<file path="config.mk">
export PLATFORM = sky130hd
export DESIGN_NAME = usb_spi_arbiter
export DESIGN_NICKNAME = d
export VERILOG_FILES = /design/src/rtl/usb_pkg.sv /design/src/rtl/usb_rr_picker.sv /design/src/rtl/usb_spi_arbiter.sv
export SDC_FILE = /design/constraint.sdc
export NUM_CORES = 1
export LEC_CHECK = 0
export ABC_AREA = 1
export BUFFER_PORTS_ARGS = -buffer_cell sky130_fd_sc_hd__buf_4
export CAP_MARGIN = 30
export CORE_ASPECT_RATIO = 0.8
export CORE_MARGIN = 2
export CORE_UTILIZATION = 45
export CTS_CLUSTER_DIAMETER = 150
export DETAILED_ROUTE_END_ITERATION = 7
export GPL_ROUTABILITY_DRIVEN = 0
export PLACE_DENSITY = 0.7
export SETUP_SLACK_MARGIN = 0.1
export SYNTH_ARGS = -nofsm -noshare
export SYNTH_HDL_FRONTEND = slang
export SYNTH_SLANG_ARGS = --single-unit
</file>
<file path="constraint.sdc">
create_clock -name clk_in -period 1.9 [get_ports clk_in]
set_input_delay 0 -clock clk_in [delete_from_list [all_inputs] [get_ports clk_in]]
set_output_delay 0 -clock clk_in [all_outputs]
set_load 0.005 [all_outputs]
</file>
<file path="src/rtl/usb_pkg.sv">
// ---------------------------------------------------------------------------
// usb_pkg
// Shared types and constants for the USB-controller SPI arbiter.
//   usb_state_t  : arbiter FSM state encoding
//   CMD_*        : field positions inside the SPI command byte
//   CNT_W        : width of the setup/hold interval counter
//   NUM_REQ      : number of requesters sharing the SPI link
// ---------------------------------------------------------------------------
package usb_pkg;

   typedef enum logic [2:0] {
      ST_IDLE  = 3'd0,
      ST_SETUP = 3'd1,
      ST_CMD   = 3'd2,
      ST_DATA  = 3'd3,
      ST_HOLD  = 3'd4,
      ST_DONE  = 3'd5
   } usb_state_t;

   // Command byte layout: [7:3] register address, [1] direction (1 = read).
   localparam int CMD_DIR_BIT  = 1;
   localparam int CMD_ADDR_MSB = 7;
   localparam int CMD_ADDR_LSB = 3;
   localparam int CMD_ADDR_W   = CMD_ADDR_MSB - CMD_ADDR_LSB + 1;

   localparam int CNT_W   = 4;
   localparam int NUM_REQ = 2;

   function automatic logic cmd_is_read(input logic [7:0] cmd);
      return cmd[CMD_DIR_BIT];
   endfunction

   function automatic logic [CMD_ADDR_W-1:0] cmd_addr(input logic [7:0] cmd);
      return cmd[CMD_ADDR_MSB:CMD_ADDR_LSB];
   endfunction

   // One-hot strobe for a two-requester index.
   function automatic logic [NUM_REQ-1:0] req_onehot(input logic idx);
      return idx ? 2'b10 : 2'b01;
   endfunction

endpackage

</file>
<file path="src/rtl/usb_rr_picker.sv">
// ---------------------------------------------------------------------------
// usb_rr_picker
// Two-way round-robin choice, purely combinational.
//   valid  [1:0] in  : requests present this cycle
//   last         in  : index that won the previous arbitration
//   winner       out : index to serve (meaningful only when any = 1)
//   any          out : at least one request present
// A lone request always wins; on a tie the index that did not win last
// time is chosen, so the two requesters alternate under full load.
// ---------------------------------------------------------------------------
module usb_rr_picker (
   input  logic [1:0] valid,
   input  logic       last,
   output logic       winner,
   output logic       any
);

   always_comb begin
      any    = |valid;
      winner = last;
      unique case (valid)
         2'b01:   winner = 1'b0;
         2'b10:   winner = 1'b1;
         2'b11:   winner = ~last;
         default: winner = last;
      endcase
   end

endmodule

</file>
<file path="src/rtl/usb_spi_arbiter.sv">
// ---------------------------------------------------------------------------
// usb_spi_arbiter
// Shares one SPI byte engine between two requesters talking to the USB
// controller. Each transaction is a command byte followed by a data byte
// inside a single chip-select low window, with programmable setup and hold
// intervals around the two bytes.
//
// Parameters
//   SS_SETUP_CYCLES : clocks from n_ss_out low to the first spi_start_out (1..15)
//   SS_HOLD_CYCLES  : clocks from the data spi_done_in to n_ss_out high (1..15)
//
// Ports
//   clk_in         in   system clock, rising edge
//   n_rst_in       in   asynchronous active-low reset
//   req_valid_in   in   [1:0]      per-requester request, held until accepted
//   req_cmd_in     in   [1:0][7:0] per-requester command byte
//   req_wdata_in   in   [1:0][7:0] per-requester data byte
//   req_ready_out  out  [1:0]      one-cycle accept pulse to the winner
//   req_done_out   out  [1:0]      one-cycle completion pulse to the winner
//   rdata_out      out  [7:0]      byte read in the data phase, held
//   spi_start_out  out            one-cycle start to the byte engine
//   spi_tx_out     out  [7:0]      byte to send, stable until spi_done_in
//   spi_done_in    in             byte-complete pulse from the engine
//   spi_rx_in      in   [7:0]      received byte, valid with spi_done_in
//   n_ss_out       out            USB controller chip select, active-low
//   grant_out      out            index of the current/last granted requester
//
// State table
//   state  | meaning
//   IDLE   | n_ss_out high, waiting for a request to accept
//   SETUP  | n_ss_out low, counting setup clocks before the command byte
//   CMD    | command byte in flight, waiting for spi_done_in
//   DATA   | data byte in flight, capture spi_rx_in on spi_done_in
//   HOLD   | n_ss_out still low, counting hold clocks
//   DONE   | n_ss_out high, req_done_out pulsed to the granted requester
// ---------------------------------------------------------------------------
module usb_spi_arbiter
   import usb_pkg::*;
#(
   parameter int SS_SETUP_CYCLES = 2,
   parameter int SS_HOLD_CYCLES  = 2
) (
   input  logic                    clk_in,
   input  logic                    n_rst_in,
   input  logic [NUM_REQ-1:0]      req_valid_in,
   input  logic [NUM_REQ-1:0][7:0] req_cmd_in,
   input  logic [NUM_REQ-1:0][7:0] req_wdata_in,
   output logic [NUM_REQ-1:0]      req_ready_out,
   output logic [NUM_REQ-1:0]      req_done_out,
   output logic [7:0]              rdata_out,
   output logic                    spi_start_out,
   output logic [7:0]              spi_tx_out,
   input  logic                    spi_done_in,
   input  logic [7:0]              spi_rx_in,
   output logic                    n_ss_out,
   output logic                    grant_out
);

   // The counter runs from 0 on state entry, so the terminal value is N-1.
   localparam logic [CNT_W-1:0] SETUP_LAST = CNT_W'(SS_SETUP_CYCLES - 1);
   localparam logic [CNT_W-1:0] HOLD_LAST  = CNT_W'(SS_HOLD_CYCLES - 1);

   usb_state_t          state, state_nxt;
   logic [CNT_W-1:0]    cnt, cnt_nxt;
   logic [7:0]          cmd_q, cmd_nxt;
   logic [7:0]          wdata_q, wdata_nxt;

   logic [NUM_REQ-1:0]  ready_nxt;
   logic [NUM_REQ-1:0]  done_nxt;
   logic [7:0]          rdata_nxt;
   logic                start_nxt;
   logic [7:0]          tx_nxt;
   logic                ss_n_nxt;
   logic                grant_nxt;

   logic                pick_winner;
   logic                pick_any;

   usb_rr_picker u_picker (
      .valid  (req_valid_in),
      .last   (grant_out),
      .winner (pick_winner),
      .any    (pick_any)
   );

   always_ff @(posedge clk_in or negedge n_rst_in) begin
      if (!n_rst_in) begin
         state         <= ST_IDLE;
         cnt           <= '0;
         cmd_q         <= '0;
         wdata_q       <= '0;
         req_ready_out <= '0;
         req_done_out  <= '0;
         rdata_out     <= '0;
         spi_start_out <= 1'b0;
         spi_tx_out    <= '0;
         n_ss_out      <= 1'b1;
         grant_out     <= 1'b1;
      end else begin
         state         <= state_nxt;
         cnt           <= cnt_nxt;
         cmd_q         <= cmd_nxt;
         wdata_q       <= wdata_nxt;
         req_ready_out <= ready_nxt;
         req_done_out  <= done_nxt;
         rdata_out     <= rdata_nxt;
         spi_start_out <= start_nxt;
         spi_tx_out    <= tx_nxt;
         n_ss_out      <= ss_n_nxt;
         grant_out     <= grant_nxt;
      end
   end

   always_comb begin
      state_nxt = state;
      cnt_nxt   = cnt;
      cmd_nxt   = cmd_q;
      wdata_nxt = wdata_q;
      ready_nxt = '0;
      done_nxt  = '0;
      rdata_nxt = rdata_out;
      start_nxt = 1'b0;
      tx_nxt    = spi_tx_out;
      ss_n_nxt  = n_ss_out;
      grant_nxt = grant_out;

      unique case (state)
         ST_IDLE: begin
            if (pick_any) begin
               ready_nxt = req_onehot(pick_winner);
               grant_nxt = pick_winner;
               cmd_nxt   = req_cmd_in[pick_winner];
               wdata_nxt = req_wdata_in[pick_winner];
               ss_n_nxt  = 1'b0;
               cnt_nxt   = '0;
               state_nxt = ST_SETUP;
            end
         end

         ST_SETUP: begin
            if (cnt == SETUP_LAST) begin
               start_nxt = 1'b1;
               tx_nxt    = cmd_q;
               state_nxt = ST_CMD;
            end else begin
               cnt_nxt = cnt + 1'b1;
            end
         end

         // A done that coincides with our own start pulse cannot belong to
         // the byte just launched, so it is ignored rather than double-starting.
         ST_CMD: begin
            if (spi_done_in && !spi_start_out) begin
               start_nxt = 1'b1;
               tx_nxt    = wdata_q;
               state_nxt = ST_DATA;
            end
         end

         ST_DATA: begin
            if (spi_done_in && !spi_start_out) begin
               rdata_nxt = spi_rx_in;
               cnt_nxt   = '0;
               state_nxt = ST_HOLD;
            end
         end

         ST_HOLD: begin
            if (cnt == HOLD_LAST) begin
               ss_n_nxt  = 1'b1;
               done_nxt  = req_onehot(grant_out);
               state_nxt = ST_DONE;
            end else begin
               cnt_nxt = cnt + 1'b1;
            end
         end

         // One extra cycle with n_ss_out high before IDLE can accept again;
         // together with the DONE cycle this gives two high clocks minimum.
         ST_DONE: begin
            state_nxt = ST_IDLE;
         end

         default: begin
            ss_n_nxt  = 1'b1;
            state_nxt = ST_IDLE;
         end
      endcase
   end

   a_start_single: assert property (@(posedge clk_in) disable iff (!n_rst_in)
      spi_start_out |=> !spi_start_out);

   a_start_in_window: assert property (@(posedge clk_in) disable iff (!n_rst_in)
      spi_start_out |-> !n_ss_out);

   a_ready_onehot: assert property (@(posedge clk_in) disable iff (!n_rst_in)
      $onehot0(req_ready_out));

   a_done_onehot: assert property (@(posedge clk_in) disable iff (!n_rst_in)
      $onehot0(req_done_out));

endmodule

</file>
==> results.yml <==
outcome:
  status: "finished clean"
timing:
  final.setup_skew_ns: 0.009483
  setup_viol: 0
  hold_viol: 0
  worstMarginPinSlew_ns: 0.5707
  relSlewSlack_pct: 61.96
  fin_crit_sh_pct: 85.41
  fmax_mhz: 616.2
  rsz0062_at_grt: "no"
  finalSetupTns_ns: 0
  period_needed_ns: 1.623
  slew_violations: 0
power_and_ir_drop:
  pwr-share-clk_pct: 14.9
  power_frac_comb_pct: 44.4
  intPower_w: 0.002508
  p_sw_share_pct: 39.39
  seqPwrFrac_pct: 40.7
  powerDensity_mw_per_mm2: 1283
  p_sw_w: 0.001630
  p_leak_nw: 1.726
  vdd_drop_max_v: 0.0006310
cells_and_area:
  area_growth_pct: 47.46
  fin_nets: 432
  diodes: 0
  final_cell_mix: "132 x nand2_1, 69 x buf_4, 44 x dfrtp_1"
  fillers: 377
  drive_above_1_share_pct: 23.32
  final_cell_area_mm2: 0.003227
  final_common_cell: "nand2_1"
  stdcell_count: 446
critical_path:
  path_class: "reg2reg"
  crit_arrival_ns: 1.86
  start_kind: "flip-flop"
  crit_path_end_kind: "flip-flop"
  worst-path-max-fanout: 18
  r2r_start: "state[0]$_DFFE_PN0P_"
  cp-startpoint: "state[0]$_DFFE_PN0P_"
  critPathRequiredTime_ns: 2.14
flow_run:
  cap_violations: 0
cts:
  cts_tree: "done"
  cts.clk_slew.worst_paths_ns: 0.09
  clock_latency_ns: 0.30
  clock-root-buffer: "clkbuf_8"
  post_cts_buffers: 0
  htree_levels: 2
  numCtsBuffers: 5
  clockBufferDepth: 2
  cts_sinks: 46
routing:
  drc: 0
  vias_per_cell: 4.646
  drt-initial-drc-count: 175
  wl_per_cell_um: 12.01
  drt_first_pass_iters: 4
  num_vias: 2072
  drt-total-wl_um: 5357
  drtAntennaViolNets: 0
synth:
  yosysUniqueCellTypes: 24
  synth_area_mm2: 0.002188
  avgSynthCellArea_um2: 7.958
  synth_seq_cells: 46
  yosysWarnings: 0
  synth_edf_count: 0
  synth_seq_area_share_pct: 52.72
  synth-main-ff-cell: "dfrtp_1"
  async_flop_share_pct: 100.0
  netlist_instances: 275
  syn-num-nets: 322
floorplan:
  ios: 68
  die_area_mm2: 0.005440
  initial_core_util_pct: 47.32
  die_h_um: 66.38
  rows: 22
  fp.dieW_um: 81.97
  core_area_mm2: 0.004624
global_routing:
  grt_max_degree: 47
  grt_util_all_layers_pct: 21.19
  antenna_found_initial: 0
  grt_pass1_wl_um: 8714
  gr-total-overflow: 0
  grt_pass1_vias: 1955
placed_design:
  dpl-instance-area_mm2: 0.002725
  io_buffer_count: 67
  dp.cells: 397
  hpwl_um: 3409
worst_hold_path:
  hp-start: "req_valid_in[1]"
  min_path_type: "in2reg"
## path summary, 6_finish.rpt
check / cells past startpoint / slack (ns) / end
worst min-delay path: 4 / 0.13 / req_ready_out[0]$_DFF_PN0_
worst max register to register: 5 / 0.28 / wdata_q[1]$_DFFE_PN0P_
max in group asynchronous: 2 / 1.26 / rdata_out[0]$_DFFE_PN0P_
worst max-delay path: 5 / 0.28 / wdata_q[1]$_DFFE_PN0P_
worst min register to register: 2 / 0.48 / spi_tx_out[5]$_DFFE_PN0P_
min in group asynchronous: 2 / 0.25 / state[2]$_DFFE_PN0P_
## layout make-up
type                    instances  area, um^2  share of cell area, %
multi-input cells             198       887.1                  27.49
clock inverters                 1       5.005                 0.1551
clock buffers                   7       86.33                  2.675
inverters                      24       91.34                  2.831
flip-flops and latches         46        1154                  35.75
well taps                      60       75.07                  2.326
repair buffers                110       928.4                  28.77
## Yosys cell counts, types with 2 or more instances
master,n,area [um^2]
nor2_2,2,12.51
dfstp_2,2,52.55
buf_4,2,15.01
clkbuf_1,2,7.510
buf_6,3,33.78
a21oi_1,4,20.02
nand4_1,3,18.77
nor2_1,12,45.04
nand3_1,24,120.1
inv_2,4,15.01
ha_1,2,25.02
dfrtp_1,44,1101
o21ai_0,11,55.05
inv_1,19,71.32
nand2_1,132,495.5
## stage by stage
stage | worst slack (ns) | hold WS, ns | power [W] | utilization, %
after CTS | 0.2866 | 0.1209 | 0.004154 | 69.78
final | 0.2772 | 0.1341 | 0.004139 | 69.78
after detailed placement | 0.3181 | 0.03600 | 0.003462 | 58.93
after floorplan | 0.5221 | -0.2956 | 0.002849 | -
after global routing | 0.1447 | 0.1528 | 0.004504 | 69.78
after global placement | 0.3144 | 0.03788 | 0.003433 | 58.93
## repair_timing
item / CTS / global route
hold buffers: 41 / 0
resized for setup: 0 / 0
endpoints found under the hold margin: 68 / 0
## state kept, by name, indices dropped and copies added (netlist names)
name / flops
cmd_q: 8
state: 3
cnt: 4
spi_tx_out: 8
rdata_out: 8
wdata_q: 8
req_done_out: 2
grant_out: 1
spi_start_out: 1
n_ss_out: 1
req_ready_out: 2
## layer usage
| layer | track usage, % | share of wire (%) | vias up |
|---|---|---|---|
| met3 | 4.645 | 5.3 | 0 |
| met5 | 0 | 0 | - |
| met1 | 27.76 | 46 | 946 |
| li1 | - | - | 1071 |
| met2 | 34.55 | 49 | 55 |
| met4 | 7.292 | 0 | 0 |
## kinds of logic (layout without fill, tap and decap cells)
kind of cell / after synthesis / count (layout) / synth area share [%]
fa+ha+maj: 2 / 2 / 1.143
xor+xnor: 2 / 2 / 0.8006
buf+inv: 31 / 142 / 6.746
simple gates: 178 / 178 / 34.42
flops: 46 / 46 / 52.72
compound gates: 16 / 16 / 4.174
## power by group through the flow
stage | sequential, W | clock, W | combinational (W)
final | 0.00168 | 0.000618 | 0.00184
after CTS | 0.00168 | 0.000632 | 0.00184
after global placement | 0.00168 | 0 | 0.00175
after detailed placement | 0.00169 | 0 | 0.00177
after floorplan | 0.00163 | 0 | 0.00122
after global routing | 0.00174 | 0.000677 | 0.00209
## worst max-delay path, cell delays in order, from the launching register on
cell	delay, ns
dfrtp_1	0.52
nor2_8	0.19
nand3_4	0.22
nor2_4	0.41
nand2_1	0.11
nand3_1	0.10
Note: power is estimated with default switching activity, not from simulation.
